<file path="src/rtl/dmaster_packets_to_bytes_if.sv">
// Bundle of the beat-side and byte-side handshakes of the packets-to-bytes serialiser.
// The master modport is the bench/upstream view; the slave modport is the serialiser's view.
interface dmaster_packets_to_bytes_if #(
  parameter int CHANNEL_W = 8
);
  logic                 in_ready;
  logic                 in_valid;
  logic [7:0]           in_data;
  logic                 in_startofpacket;
  logic                 in_endofpacket;
  logic [CHANNEL_W-1:0] in_channel;
  logic                 out_ready;
  logic                 out_valid;
  logic [7:0]           out_data;

  modport master (
    input  in_ready, out_valid, out_data,
    output in_valid, in_data, in_startofpacket, in_endofpacket, in_channel, out_ready
  );

  modport slave (
    output in_ready, out_valid, out_data,
    input  in_valid, in_data, in_startofpacket, in_endofpacket, in_channel, out_ready
  );
endinterface

</file>
<file path="src/rtl/dmaster_packets_to_bytes.sv">
// Serialises Avalon-ST beats into a byte stream with inline SOP/EOP/CHANNEL/ESCAPE codes.
// Define DMASTER_P2B_CHANNEL_EN to emit channel-change items (0x7C + channel byte).
module dmaster_packets_to_bytes #(
  parameter int CHANNEL_W = 8
) (
  input logic                     clk,
  input logic                     reset_n,
  dmaster_packets_to_bytes_if.slave bus
);

  localparam logic [2:0] ST_IDLE      = 3'd0;
  localparam logic [2:0] ST_CHAN_BYTE = 3'd1;
  localparam logic [2:0] ST_CHAN_ESC  = 3'd2;
  localparam logic [2:0] ST_SOP       = 3'd3;
  localparam logic [2:0] ST_EOP       = 3'd4;
  localparam logic [2:0] ST_DATA_ESC  = 3'd5;

  localparam logic [7:0] CODE_SOP  = 8'h7A;
  localparam logic [7:0] CODE_EOP  = 8'h7B;
  localparam logic [7:0] CODE_CHAN = 8'h7C;
  localparam logic [7:0] CODE_ESC  = 8'h7D;

  function automatic logic is_special(input logic [7:0] b);
    return (b >= CODE_SOP) && (b <= CODE_ESC);
  endfunction

  logic [2:0] state;
  logic [2:0] state_nxt;
  logic [7:0] byte_out;
  logic       last_byte;
  logic       fire;
  logic       data_esc;
  logic [7:0] data_first;

  assign fire       = bus.out_valid && bus.out_ready;
  assign data_esc   = is_special(bus.in_data);
  assign data_first = data_esc ? CODE_ESC : bus.in_data;

`ifdef DMASTER_P2B_CHANNEL_EN
  logic [CHANNEL_W-1:0] last_chan;
  logic                 chan_known;
  logic                 need_chan;
  logic                 chan_sent;
  logic [7:0]           chan_byte;

  assign chan_byte = 8'(bus.in_channel);
  assign need_chan = !chan_known || (bus.in_channel != last_chan);

  always_ff @(posedge clk or negedge reset_n) begin
    if (!reset_n) begin
      last_chan  <= '0;
      chan_known <= 1'b0;
    end else if (fire && chan_sent) begin
      last_chan  <= bus.in_channel;
      chan_known <= 1'b1;
    end
  end
`endif

  // Once the channel byte goes out the channel matches, so ST_IDLE naturally resumes at SOP.
  always_comb begin
    state_nxt = state;
    byte_out  = data_first;
    last_byte = 1'b0;
`ifdef DMASTER_P2B_CHANNEL_EN
    chan_sent = 1'b0;
`endif
    case (state)
      ST_IDLE: begin
`ifdef DMASTER_P2B_CHANNEL_EN
        if (need_chan) begin
          byte_out  = CODE_CHAN;
          state_nxt = ST_CHAN_BYTE;
        end else
`endif
        if (bus.in_startofpacket) begin
          byte_out  = CODE_SOP;
          state_nxt = ST_SOP;
        end else if (bus.in_endofpacket) begin
          byte_out  = CODE_EOP;
          state_nxt = ST_EOP;
        end else begin
          byte_out  = data_first;
          last_byte = !data_esc;
          state_nxt = data_esc ? ST_DATA_ESC : ST_IDLE;
        end
      end
`ifdef DMASTER_P2B_CHANNEL_EN
      ST_CHAN_BYTE: begin
        if (is_special(chan_byte)) begin
          byte_out  = CODE_ESC;
          state_nxt = ST_CHAN_ESC;
        end else begin
          byte_out  = chan_byte;
          chan_sent = 1'b1;
          state_nxt = ST_IDLE;
        end
      end
      ST_CHAN_ESC: begin
        byte_out  = chan_byte ^ 8'h20;
        chan_sent = 1'b1;
        state_nxt = ST_IDLE;
      end
`endif
      ST_SOP: begin
        if (bus.in_endofpacket) begin
          byte_out  = CODE_EOP;
          state_nxt = ST_EOP;
        end else begin
          byte_out  = data_first;
          last_byte = !data_esc;
          state_nxt = data_esc ? ST_DATA_ESC : ST_IDLE;
        end
      end
      ST_EOP: begin
        byte_out  = data_first;
        last_byte = !data_esc;
        state_nxt = data_esc ? ST_DATA_ESC : ST_IDLE;
      end
      ST_DATA_ESC: begin
        byte_out  = bus.in_data ^ 8'h20;
        last_byte = 1'b1;
        state_nxt = ST_IDLE;
      end
      default: begin
        state_nxt = ST_IDLE;
      end
    endcase
  end

  always_ff @(posedge clk or negedge reset_n) begin
    if (!reset_n) begin
      state <= ST_IDLE;
    end else if (fire) begin
      state <= state_nxt;
    end
  end

  assign bus.out_valid = bus.in_valid && reset_n;
  assign bus.out_data  = byte_out;
  assign bus.in_ready  = reset_n && bus.out_ready && last_byte;

endmodule

</file>
<file path="src/flat_wrapper.sv">
// flat-port wrapper written by rule: the top's interface ports become plain ports
module dmaster_packets_to_bytes_flat 
#(
  parameter int CHANNEL_W = 8
)
  (clk, reset_n, bus_in_ready, bus_out_valid, bus_out_data, bus_in_valid, bus_in_data, bus_in_startofpacket, bus_in_endofpacket, bus_in_channel, bus_out_ready);
  dmaster_packets_to_bytes_if #(.CHANNEL_W(CHANNEL_W)) bus_i ();
  input logic clk;
  input logic reset_n;
  output wire logic [$bits(bus_i.in_ready)-1:0] bus_in_ready;
  output wire logic [$bits(bus_i.out_valid)-1:0] bus_out_valid;
  output wire logic [$bits(bus_i.out_data)-1:0] bus_out_data;
  input wire logic [$bits(bus_i.in_valid)-1:0] bus_in_valid;
  input wire logic [$bits(bus_i.in_data)-1:0] bus_in_data;
  input wire logic [$bits(bus_i.in_startofpacket)-1:0] bus_in_startofpacket;
  input wire logic [$bits(bus_i.in_endofpacket)-1:0] bus_in_endofpacket;
  input wire logic [$bits(bus_i.in_channel)-1:0] bus_in_channel;
  input wire logic [$bits(bus_i.out_ready)-1:0] bus_out_ready;
  assign bus_in_ready = bus_i.in_ready;
  assign bus_out_valid = bus_i.out_valid;
  assign bus_out_data = bus_i.out_data;
  assign bus_i.in_valid = bus_in_valid;
  assign bus_i.in_data = bus_in_data;
  assign bus_i.in_startofpacket = bus_in_startofpacket;
  assign bus_i.in_endofpacket = bus_in_endofpacket;
  assign bus_i.in_channel = bus_in_channel;
  assign bus_i.out_ready = bus_out_ready;
  dmaster_packets_to_bytes #(.CHANNEL_W(CHANNEL_W)) u_core (.clk(clk), .reset_n(reset_n), .bus(bus_i));
endmodule
</file>
<file path="config.mk">
export PLATFORM = sky130hd
export DESIGN_NAME = dmaster_packets_to_bytes_flat
export DESIGN_NICKNAME = d
export VERILOG_FILES = /design/src/rtl/dmaster_packets_to_bytes_if.sv /design/src/rtl/dmaster_packets_to_bytes.sv /design/src/flat_wrapper.sv
export SDC_FILE = /design/constraint.sdc
export NUM_CORES = 1
export LEC_CHECK = 0
export CORE_AREA = 2 2 39 41
export DETAILED_ROUTE_END_ITERATION = 10
export DIE_AREA = 0 0 41 43
export DONT_BUFFER_PORTS = 1
export PLACE_DENSITY_LB_ADDON = 0.25
export SLEW_MARGIN = 40
export SYNTH_ARGS = -nofsm -noshare
export SYNTH_HDL_FRONTEND = slang
export SYNTH_SLANG_ARGS = --single-unit
</file>
<file path="constraint.sdc">
create_clock -name clk -period 1.4 [get_ports clk]
set_input_delay 0.07 -clock clk [delete_from_list [all_inputs] [get_ports clk]]
set_output_delay 0.07 -clock clk [all_outputs]
set_load 0.02 [all_outputs]
</file>
======== After elaboration in Yosys (flattened, before gate mapping) ========
Index checks and enable logic that the tools add are counted.
operators by class
  order comparisons ....................... 2
  equal/unequal tests ..................... 3
  mux-type cells .......................... 11
  bitwise gates (word level) .............. 1
  reduce and logical (&&, ||, !) cells .... 7
operator list
  kind                                                                                 count
  8-bit two-way mux                                                                    3
  8-bit one-hot mux with 3 select lines                                                1
  3-bit two-way mux                                                                    3
  3-bit one-hot mux with 3 select lines                                                1
  8-bit by 7-bit greater-or-equal comparator with 1-bit output, second input constant  1
  8-bit by 7-bit <= comparator with 1-bit output, second input constant                1
  3-bit equality test, second input constant                                           2
  1-bit logical AND                                                                    5
  1-bit one-hot mux with 4 select lines                                                1
  3-bit by 2-bit equality test with 1-bit output, second input constant                1
  3-bit zero test                                                                      1
  1-bit two-way mux                                                                    2
  1-bit zero test                                                                      1
  1-bit inverter                                                                       1
storage, ports and cells
  flip-flop bits (word level) ............. 3
  output and inout port bits .............. 10
  logic and storage cells ................. 25

======== Depth between registers and ports, before layout ========
Gate-level depths: netlist (run 1).
  depth in word-level cells ............... 7
  depth in mapped cells ................... 4
  mapped depth without buffers ............ 3

======== Least setup slack after synthesis (run 1) ========
Ideal clock, no wire load.
  path type ............................... flip-flop to output port
  start ................................... register u_core.state[2]
  end ..................................... output port bus_in_ready
  arrival ................................. 1.372 ns
  slack ................................... -0.042 ns
  cell stages (with the launch flop) ...... 4
  cells stage by stage .................... dfrtp_1 or2_0 or2_0 a211oi_1
between the ends
  cells in the longest elaborated chain, start to end .. 3
  elaborated cells on any way between the ends .. 6
  those cells by class .................... eq/ne: 3; mux: 1; reduce/logical: 2
ends and longest elaborated chain
  what                                               line                             text
  start: declaration                                 dmaster_packets_to_bytes.sv:27   logic [2:0] state;
  start signal: assignment                           dmaster_packets_to_bytes.sv:135  state <= state_nxt;
  3-bit equality test, or another cell as far along  dmaster_packets_to_bytes.sv:68   case (state)
  1-bit one-hot mux with 4 select lines *            dmaster_packets_to_bytes.sv:68
  1-bit logical AND *                                dmaster_packets_to_bytes.sv:141  assign bus.in_ready = reset_n && bus.out_ready && last_byte;
  end: declaration                                   flat_wrapper.sv:10               output wire logic [$bits(bus_i.in_ready)-1:0] bus_in_ready;
Every way passes the cells marked *; elsewhere a longest branch is shown, timed or not.

======== Worst setup path in the final report (run 1) ========
  start ................................... register u_core.state[0]
  end ..................................... output port bus_out_data[4]
between the ends
  cells in the longest elaborated chain, start to end .. 2
  elaborated cells on any way between the ends .. 4
  those cells by class .................... eq/ne: 2; mux: 1; reduce/logical: 1
ends and longest elaborated chain
  what                                               line                            text
  3-bit equality test, or another cell as far along  dmaster_packets_to_bytes.sv:68
  8-bit one-hot mux with 3 select lines *            dmaster_packets_to_bytes.sv:68
  end: declaration                                   flat_wrapper.sv:12              output wire logic [$bits(bus_i.out_data)-1:0] bus_out_data;
Marks and branches as above.

==> results by group, run 1 <==
STA
  • Max-slew violation count: 0
  • Worst-Margin Slew: 0.3981 ns
  • Min setup slack post-route: -0.1382 ns
  • Max Fclk: roughly 0.65 GHz
  • Skew final: slightly below 0.0002 ns
  • Unrepaired setup endpoints after global routing: yes
  • Setup Viol. Count Final: 9
  • Hold Fails Final Rpt: 0
  • Relative slew slack: 0.7322
  • WHS: 0.08679 ns
  • Min cycle time layout: between 1.5 and 2 ns
  • Final Cycle Share: 1.099

Critical path
  • Slowest CP cell: dfrtp_2
  • Critical Path AT: ~1.5 ns
  • R2r setup slk: about 0.05 ns
  • Crit-path max FO: 7
  • Worst setup EP type: primary output
  • CP peak stage delay: roughly 0.44 ns
  • Required time of the critical path: roughly 1.3 ns
  • Crit Path Category: reg2out
  • R2R Path Start: u_core.state[0]$_DFFE_PN0P_
  • CP Cell Sequence: or2_4 -> o21a_4 -> o21bai_1 -> buf_4
  • Worst reg2reg endpoint: u_core.state[2]$_DFFE_PN0P_
  • Reg2Reg Depth: 4
  • Worst setup SP type: flop

Route
  • DRT Pass-1 Iters: 4
  • Initial drt markers: 6
  • Final wirelength: 1245 um
  • Via count: roughly 500
  • ANT nets after route: 0
  • DR WL/cell: ~15 um
  • # DRC: 0
  • Vias per inst: 5.976

Die
  • Total die area: ~1800 um2
  • Die height: about 43 um
  • Io pins: 32
  • Initial core utilization: 0.3165
  • Core Area: roughly 1400 um2
  • Rows: 14
  • Die X: slightly above 40 um

CTS
  • Worst-Skew Late Latency: ~0.23 ns
  • CTS root buffer: clkbuf_4
  • Sink Count: 3
  • Bufs on Longest Clock Path: 2
  • Cts bufs inserted: 3
  • CTS tree: built
  • Worst-path clk slew: 0.04 ns
  • H-tree levels: 1

Global route
  • Vias in the first global route: ~470
  • Initial antenna violation count: 0
  • Total global-route track usage: 0.1611
  • GRT overflow: 0
  • First-pass GRT wire length: 1980 um
  • Largest net degree at the start of global routing: 9

Yosys
  • Largest family of logic cells by synthesized area: compound AO/OA/AOI/OAI gates
  • Adder-cell area share of the yosys netlist: 0
  • Post-synthesis xor/xnor area fraction: 0.04000
  • Mapped cell area: approximately 440 um2
  • Post-synthesis compound-gate area fraction: 0.3800
  • Multiplexer share of the synthesized area: 0
  • Post-synthesis simple-gate area fraction: 0.3457
  • Top_reg_cell synth: dfrtp_1
  • Unique masters post-synth: 35
  • Flops & latches, synth: 3
  • Asr flop ratio synth: 1.000
  • YS warnings: 0
  • Post-synthesis sequential area ratio: 0.1714
  • Avg Inst Size Synth: around 8.4 um2
  • Post-synth EDFFs: 0
  • Syn nets: 74
  • Post-Syn Instances: 52

Flow run
  • Max cap viols: 0

Placed design
  • Placed inst area: around 510 um2
  • Global placement routability congestion: 0.7342
  • Port buffer count: 0
  • DPL Wire Length: slightly above 900 um

Layout
  • Area delta synth->final: 46.86%
  • Largest register FFs: 3
  • Largest registers: u_core.state x3
  • NumNets Final: between 90 and 100
  • Design area: around 640 um2
  • Top reg by flops: u_core.state
  • Core Util, Final: 0.4647
  • Share of cells above drive strength 1: 0.5294
  • Ant diodes: 0

Status
  • Failing checks: negative setup slack
  • Status: finished, violations left

Hold path
  • Worst hold path type: in2async

Power
  • PwrDens: roughly 1300 nW/um2
  • Leak pwr: ~0.00024 uW
  • Final Power: 859.9 uW
  • Worst IR Drop VDD: 0.5190 mV
## where the power goes
group / switching (uW) / internal, uW
clock network: 45.6 / 107
registers: 34.7 / 112
logic: 278 / 283
total: 358 / 502
## cells in the mapped netlist, types with 2 or more instances
master | n | area share
a221o_1 | 2 | 0.046
o21ai_1 | 2 | 0.023
nor3_1 | 2 | 0.023
o21bai_1 | 4 | 0.069
buf_6 | 2 | 0.051
xnor2_1 | 2 | 0.040
or2_0 | 2 | 0.029
dfrtp_1 | 3 | 0.17
nor2_1 | 3 | 0.026
nor4_1 | 2 | 0.029
nand2_1 | 4 | 0.034
## cells by family after synthesis
logic type / count (synthesis)
simple gates: 24
compound gates: 20
flops: 3
buf+inv: 3
xor+xnor: 2
## per-layer routing
| layer | global-route usage | vias to the layer above | share of wire |
|---|---|---|---|
| li1 | - | 238 | - |
| met1 | 0.2045 | 237 | 0.35 |
| met2 | 0.2563 | 27 | 0.53 |
| met3 | 0.06283 | 0 | 0.12 |
| met4 | 0.02000 | 0 | 0 |
| met5 | 0 | - | 0 |
## critical path: cells and delay by family, from the launching register on
family | cells | cell delay, ns
flops | 1 | 0.44
compound gates | 2 | 0.37
simple gates | 1 | 0.28
buf+inv | 1 | 0.15
## worst max-delay path by stage
stage,start,to,slack [ns]
4_1_cts,u_core.state[2]$_DFFE_PN0P_,bus_in_ready,-0.12
2_1_floorplan,u_core.state[1]$_DFFE_PN0P_,bus_out_data[3],0.02
3_5_place_dp,u_core.state[0]$_DFFE_PN0P_,bus_out_data[1],0.04
6_report,u_core.state[0]$_DFFE_PN0P_,bus_out_data[4],-0.14
5_1_grt,u_core.state[0]$_DFFE_PN0P_,bus_out_data[3],-0.19
3_3_place_gp,u_core.state[0]$_DFFE_PN0P_,bus_out_data[4],0.04
## placed cells by master (no fill, tap or decap), types with 2 or more instances in the layout
master,n
dfrtp_2,2
or2_1,2
xnor2_1,2
clkbuf_4,3
o21a_4,2
o21bai_1,4
nor3_1,2
nor2_1,2
a221o_1,2
a211oi_2,2
buf_4,12
nand2_1,4
## per-stage QoR
| stage | std cells | worst slack [ns] | setup TNS [ns] |
|---|---|---|---|
| detailed placement | 75 | 0.04418 | 0 |
| CTS | 84 | -0.1233 | -0.9005 |
| finish | 84 | -0.1382 | -0.9485 |
| global placement | 75 | 0.03617 | 0 |
| global route | 84 | -0.1909 | -1.376 |
| floorplan | 52 | 0.01940 | 0 |
## what timing repair did
item	4_1_cts	5_1_grt
endpoints found under the setup margin	9	11
resized for setup	14	7
pin swaps	5	6
setup buffers	4	0
hold buffers	1	0
hold endpoints to repair	3	0
## final cells by class
cell class	count	area [um2]
clock buffer	4	26.28
timing repair buffer	15	116.4
sequential	3	77.57
fill	144	740.7
multi-input combinational	46	402.9
tap	16	20.02
(Power assumes the default switching activity.)
==> run 2, diff against run 1 <==
- CORE_AREA: 2 2 39 41 -> default
- CORE_MARGIN: default -> 2
- CORE_UTILIZATION: default -> 25
- DIE_AREA: 0 0 41 43 -> default
==> run 2 against run 1 <==
Routed wire length rose by 2.0%. Count of clock-buffer cells in the layout unchanged. Clock power is essentially flat. Critical endpoint is now bus_out_data[0]. Global-route usage is 2.4 points lower. Sequential power increased by 5%. First-iteration DRC count decreased by 33%. Critical path depth grew 1. Highest routed layer unchanged. Total power fell by 1.8%. The run still ends with negative setup slack left.
==> results by group, run 2 (synthesized netlist as in run 1, its figures left out) <==
Status
  • Status: finished, violations left
  • Failing checks: negative setup slack

STA
  • Skew final: 0.0004170 ns (+0.0002192 ns)
  • Max-slew violation count: 0 (unchanged)
  • Min cycle time layout: 1.548 ns (+0.01016 ns)
  • Relative slew slack: 0.7228 (-0.009363)
  • Unrepaired setup endpoints after global routing: yes
  • Setup Viol. Count Final: 9 (unchanged)
  • Hold Fails Final Rpt: 0 (unchanged)
  • Min setup slack post-route: -0.1484 ns (-0.01016 ns)
  • Max Fclk: 0.6458 GHz (-0.66%)
  • Final Cycle Share: 1.106 (+0.007256)
  • WHS: 0.08853 ns (+0.001744 ns)
  • Worst-Margin Slew: 0.4120 ns (+0.01392 ns)

CTS
  • CTS tree: built
  • Sink Count: 3 (unchanged)
  • Cts bufs inserted: 3 (unchanged)
  • CTS root buffer: clkbuf_4
  • Worst-Skew Late Latency: 0.23 ns (about the same)
  • Bufs on Longest Clock Path: 2 (unchanged)
  • H-tree levels: 1 (unchanged)
  • Worst-path clk slew: 0.04 ns (about the same)

Layout
  • Finished Layout Cells: 86 (+2.4%)
  • Commonest cells after routing, fill and taps aside: 14 x buf_4, 4 x nand2_1, 4 x o21bai_1
  • Area delta synth->final: 44.57%
  • Fill count: 187 (+30%)
  • Largest registers: u_core.state x3
  • Ant diodes: 0 (unchanged)
  • Design area: 633.1 um2 (-1.6%)
  • Share of cells above drive strength 1: 0.4783 (-0.05115)
  • Commonest non-fill, non-tap cell in the layout: buf_4
  • Largest register FFs: 3 (unchanged)
  • Top reg by flops: u_core.state
  • NumNets Final: 92 (+1.1%)

Route
  • Via count: 488 (-2.8%)
  • DRT Pass-1 Iters: 2 (-2)
  • Initial drt markers: 4 (-2)
  • Vias per inst: 5.674 (-5.0%)
  • Final wirelength: 1270 um (+2.0%)
  • # DRC: 0 (unchanged)
  • DR WL/cell: 14.77 um (-0.36%)
  • ANT nets after route: 0 (unchanged)

Die
  • Io pins: 32 (unchanged)
  • Die height: 45.86 um (+6.6%)
  • Core Area: 1689 um2 (+22%)
  • Rows: 15 (+1)
  • Initial core utilization: 0.2593 (-0.05720)
  • Total die area: 2103 um2 (+19%)
  • Die X: 45.86 um (+12%)

Placed design
  • DPL Wire Length: 947 um (+3.9%)
  • Port buffer count: 0 (unchanged)
  • Global placement routability congestion: 0.6755 (-8.0%)
  • Post-Place Cells: 77 (+2.7%)
  • Placed inst area: 519.2 um2 (+1.7%)

Power
  • Worst IR Drop VDD: 0.5012 mV (-3.4%)
  • PwrDens: 1334 nW/um2 (-0.21%)
  • Leak pwr: 0.0002456 uW (+0.39%)

Critical path
  • CP Cell Sequence: buf_4 -> nand2_1 -> buf_6 -> a21oi_1 -> o32a_1
  • R2r setup slk: 0.05 ns (about the same)
  • CP peak stage delay: 0.44 ns (about the same)
  • Worst path top cell family by delay: flip-flops
  • Worst setup EP type: primary output
  • Worst setup SP type: flop
  • Slowest CP cell: dfrtp_2
  • Reg2Reg Depth: 4 (unchanged)
  • Critical Path AT: 1.48 ns (about the same)
  • Worst reg2reg endpoint: u_core.state[2]$_DFFE_PN0P_
  • R2R Path Start: u_core.state[1]$_DFFE_PN0P_
  • Buffers & Inverters on Critical Path: 2 (+1)
  • Required time of the critical path: 1.33 ns (about the same)
  • Crit Path Category: reg2out
  • Crit-path max FO: 6 (-1)

Hold path
  • Worst hold path type: in2async

Global route
  • Vias in the first global route: 526 (+12%)
  • GRT overflow: 0 (unchanged)
  • Initial antenna violation count: 0 (unchanged)
  • Largest net degree at the start of global routing: 9 (unchanged)
  • First-pass GRT wire length: 2166 um (+9.4%)
  • Total global-route track usage: 0.1367 (-0.02444)

Flow run
  • Max cap viols: 0 (unchanged)
[run 2: cell types whose count changed in the layout (fill, tap and decap cells not counted), sizes merged]
cell and delta:
buf +1
[run 2: area by class of cell]
cell class,instances,area (um2),share of cell area
multi-input combinational,46,381.6,0.6028
timing repair buffer,16,126.4,0.1996
sequential,3,77.57,0.1225
clock buffer,4,26.28,0.04150
tap,17,21.27,0.03360
[run 2: timing repair]
item | in CTS | in global routing
hold buffers | 1 | 0
endpoints found under the setup margin | 9 | 11
hold endpoints to repair | 3 | 0
setup buffers | 4 | 0
pin swaps | 3 | 1
resized for setup | 10 | 4
[run 2: power by group]
group	switching [uW]	internal, uW	total, uW
Clock	46.5	107	153
Combinational	264	274	538
Sequential	41.2	112	153
Total	352	493	845
[run 2: stage by stage]
stage	TNS (ns)	utilization	total power [uW]	worst slack (ns)
2_1_floorplan	0	-	489.9	0.01940
3_3_place_gp	0	0.3074	597.5	0.02194
3_5_place_dp	0	0.3074	604.5	0.02616
4_1_cts	-1.136	0.3622	845.5	-0.1623
5_1_grt	-1.639	0.3748	910.3	-0.2217
6_report	-1.098	0.3748	844.7	-0.1484
[run 2: worst max path at each step]
stage | startpoint | endpoint | slack, ns | cells past startpoint
after floorplan | u_core.state[1]$_DFFE_PN0P_ | bus_out_data[3] | 0.02 | 4
after global placement | u_core.state[1]$_DFFE_PN0P_ | bus_out_data[2] | 0.02 | 3
after detailed placement | u_core.state[1]$_DFFE_PN0P_ | bus_out_data[6] | 0.03 | 4
after CTS | u_core.state[1]$_DFFE_PN0P_ | bus_out_data[6] | -0.16 | 4
after global routing | u_core.state[1]$_DFFE_PN0P_ | bus_out_data[4] | -0.22 | 4
final | u_core.state[1]$_DFFE_PN0P_ | bus_out_data[0] | -0.15 | 5
[run 2: routing by layer]
layer  share of wire  wire length [um]  vias up  global-route usage
met5               0                 0        -                   0
met4               0                 0        0             0.05143
met3           0.054                69        0             0.01190
met2            0.51               643       19              0.2333
met1            0.44               556      232              0.1748
li1                -                 -      237                   -
[run 2: worst reg2reg max path, stage by stage (launching register included)]
cell and delay (ns):
dfrtp_2 0.44, buf_4 0.16, or3_4 0.38, a211oi_2 0.18, a221o_1 0.13
==> run 3, diff against run 2 <==
- CELL_PAD_IN_SITES_DETAIL_PLACEMENT: default -> 0
- CELL_PAD_IN_SITES_GLOBAL_PLACEMENT: default -> 1
- CORE_AREA: default -> 2 2 39 41
- CORE_MARGIN: 2 -> default
- CORE_UTILIZATION: 25 -> default
- DIE_AREA: default -> 0 0 41 43
==> run 3 against run 2 <==
The run still ends with negative setup slack left. Register-to-register slack lost 0.03 ns. Critical path depth fell by 1. Maximum frequency hardly changed.
==> results by group, run 3 (synthesized netlist as in run 1, its figures left out) <==
Layout
  • Reg area: 78.83 um2 (+1.6%)
  • Fill count: 138 (-26%)
  • Commonest cells after routing, fill and taps aside: 14 x buf_4, 4 x nand2_1, 4 x o21bai_1
  • Finished Layout Cells: 86 (unchanged)
  • Area delta synth->final: 42.57%
  • Largest register FFs: 3 (unchanged)
  • Share of cells above drive strength 1: 0.4714 (-0.006832)
  • Design area: 624.3 um2 (-1.4%)
  • Top reg by flops: u_core.state
  • Area occupied by multi-input gates: 367.9 um2 (-3.6%)
  • Ant diodes: 0 (unchanged)
  • Commonest non-fill, non-tap cell in the layout: buf_4
  • Core Util, Final: 0.4512 (+0.07636)
  • Largest registers: u_core.state x3
  • NumNets Final: 93 (+1.1%)

Global route
  • Initial antenna violation count: 0 (unchanged)
  • Largest net degree at the start of global routing: 8 (-1)
  • Vias in the first global route: 531 (+0.95%)
  • GRT overflow: 0 (unchanged)
  • First-pass GRT wire length: 2145 um (-0.97%)
  • Total global-route track usage: 0.1799 (+0.04321)

CTS
  • H-tree levels: 1 (unchanged)
  • Bufs on Longest Clock Path: 2 (unchanged)
  • CTS tree: built
  • Worst-Skew Late Latency: 0.25 ns (+0.02 ns)
  • Worst-path clk slew: 0.04 ns (about the same)
  • Cts bufs inserted: 3 (unchanged)
  • CTS root buffer: clkbuf_4
  • Sink Count: 3 (unchanged)

STA
  • Min cycle time layout: 1.549 ns (+0.0001350 ns)
  • Skew final: 0.01032 ns (+0.009900 ns)
  • Hold Fails Final Rpt: 0 (unchanged)
  • Relative slew slack: 0.7162 (-0.006568)
  • Worst-Margin Slew: 0.4217 ns (+0.009762 ns)
  • WHS: 0.07197 ns (-0.01657 ns)
  • Setup Viol. Count Final: 9 (unchanged)
  • Max Fclk: 0.6458 GHz (about the same)
  • Final Cycle Share: 1.106 (about the same)
  • Min setup slack post-route: -0.1485 ns (-0.0001350 ns)
  • Unrepaired setup endpoints after global routing: yes
  • Max-slew violation count: 0 (unchanged)

Hold path
  • Worst hold path type: in2async

Die
  • Io pins: 32 (unchanged)
  • Die X: 41 um (-11%)
  • Die height: 43 um (-6.2%)
  • Initial core utilization: 0.3165 (+0.05720)
  • Core Area: 1384 um2 (-18%)
  • Total die area: 1763 um2 (-16%)
  • Rows: 14 (-1)

Critical path
  • Crit Path Category: reg2out
  • Required time of the critical path: 1.33 ns (about the same)
  • R2r setup slk: 0.02 ns (-0.03 ns)
  • Worst setup SP type: flop
  • CP Cell Sequence: or2_0 -> or2_1 -> a211oi_2 -> buf_4
  • Worst setup EP type: primary output
  • CP peak stage delay: 0.41 ns (-0.03 ns)
  • Critical Path AT: 1.48 ns (about the same)
  • Slowest CP cell: dfrtp_2
  • Crit-path max FO: 3 (-3)

Placed design
  • Global placement routability congestion: 0.7167 (+6.1%)
  • DPL Wire Length: 837.7 um (-12%)
  • Port buffer count: 0 (unchanged)
  • Placed inst area: 510.5 um2 (-1.7%)
  • Post-Place Cells: 75 (-2.6%)

Route
  • DR WL/cell: 15.00 um (+1.6%)
  • Final wirelength: 1290 um (+1.6%)
  • ANT nets after route: 0 (unchanged)
  • # DRC: 0 (unchanged)
  • Vias per inst: 5.709 (+0.61%)
  • Initial drt markers: 12 (+8)
  • Via count: 491 (+0.61%)
  • DRT Pass-1 Iters: 4 (+2)

Status
  • Failing checks: negative setup slack
  • Status: finished, violations left

Power
  • Worst IR Drop VDD: 0.5153 mV (+2.8%)
  • PwrDens: 1393 nW/um2 (+4.4%)
  • Leak pwr: 0.0002432 uW (-0.98%)
  • Final Power: 869.7 uW (+3.0%)

Flow run
  • Max cap viols: 0 (unchanged)
[run 3: worst paths after layout]
path / start / end / cells past startpoint
worst max register to register: u_core.state[0]$_DFFE_PN0P_ / u_core.state[2]$_DFFE_PN0P_ / 4
worst min-delay path: reset_n / u_core.state[2]$_DFFE_PN0P_ / 1
max in group asynchronous: reset_n / u_core.state[1]$_DFFE_PN0P_ / 1
worst max-delay path: u_core.state[2]$_DFFE_PN0P_ / bus_in_ready / 4
worst min register to register: u_core.state[1]$_DFFE_PN0P_ / u_core.state[1]$_DFFE_PN0P_ / 1
min in group clk: reset_n / u_core.state[1]$_DFFE_PN0P_ / 2
[run 3: what timing repair did]
action	in CTS	in global routing
setup buffers	5	1
hold endpoints to repair	3	0
pin swaps	4	1
hold buffers	1	0
endpoints found under the setup margin	9	12
resized for setup	10	2
[run 3: worst max-delay path, delay by kind of cell, from the launching register on]
family / cells / cell delay (ns)
compound gates: 1 / 0.19
buf+inv: 1 / 0.17
flops: 1 / 0.41
simple gates: 2 / 0.46
[run 3: area by class of cell]
| type | instances | area share |
|---|---|---|
| clock buffer | 4 | 0.04208 |
| multi-input combinational | 46 | 0.5892 |
| sequential | 3 | 0.1263 |
| tap | 16 | 0.03206 |
| timing repair buffer | 17 | 0.2104 |
[run 3: where the power goes]
| group | internal (uW) | total (uW) | switching [uW] |
|---|---|---|---|
| clock | 107 | 162 | 54.5 |
| combinational | 287 | 562 | 275 |
| sequential | 113 | 145 | 32.7 |
| total | 507 | 870 | 363 |
[run 3: metal layers]
| layer | part of all wire | wire length, um | global-route usage |
|---|---|---|---|
| met1 | 0.40 | 510 | 0.2129 |
| met3 | 0.040 | 52 | 0.02094 |
| met2 | 0.55 | 709 | 0.2750 |
| met5 | 0 | 0 | 0 |
| met4 | 0.014 | 18 | 0.1400 |
[run 3: per-stage QoR]
stage | setup TNS, ns | setup WS, ns
finish | -1.104 | -0.1485
global route | -1.593 | -0.1997
CTS | -1.113 | -0.1427
detailed placement | 0 | 0.03827
global placement | 0 | 0.03156
floorplan | 0 | 0.01940
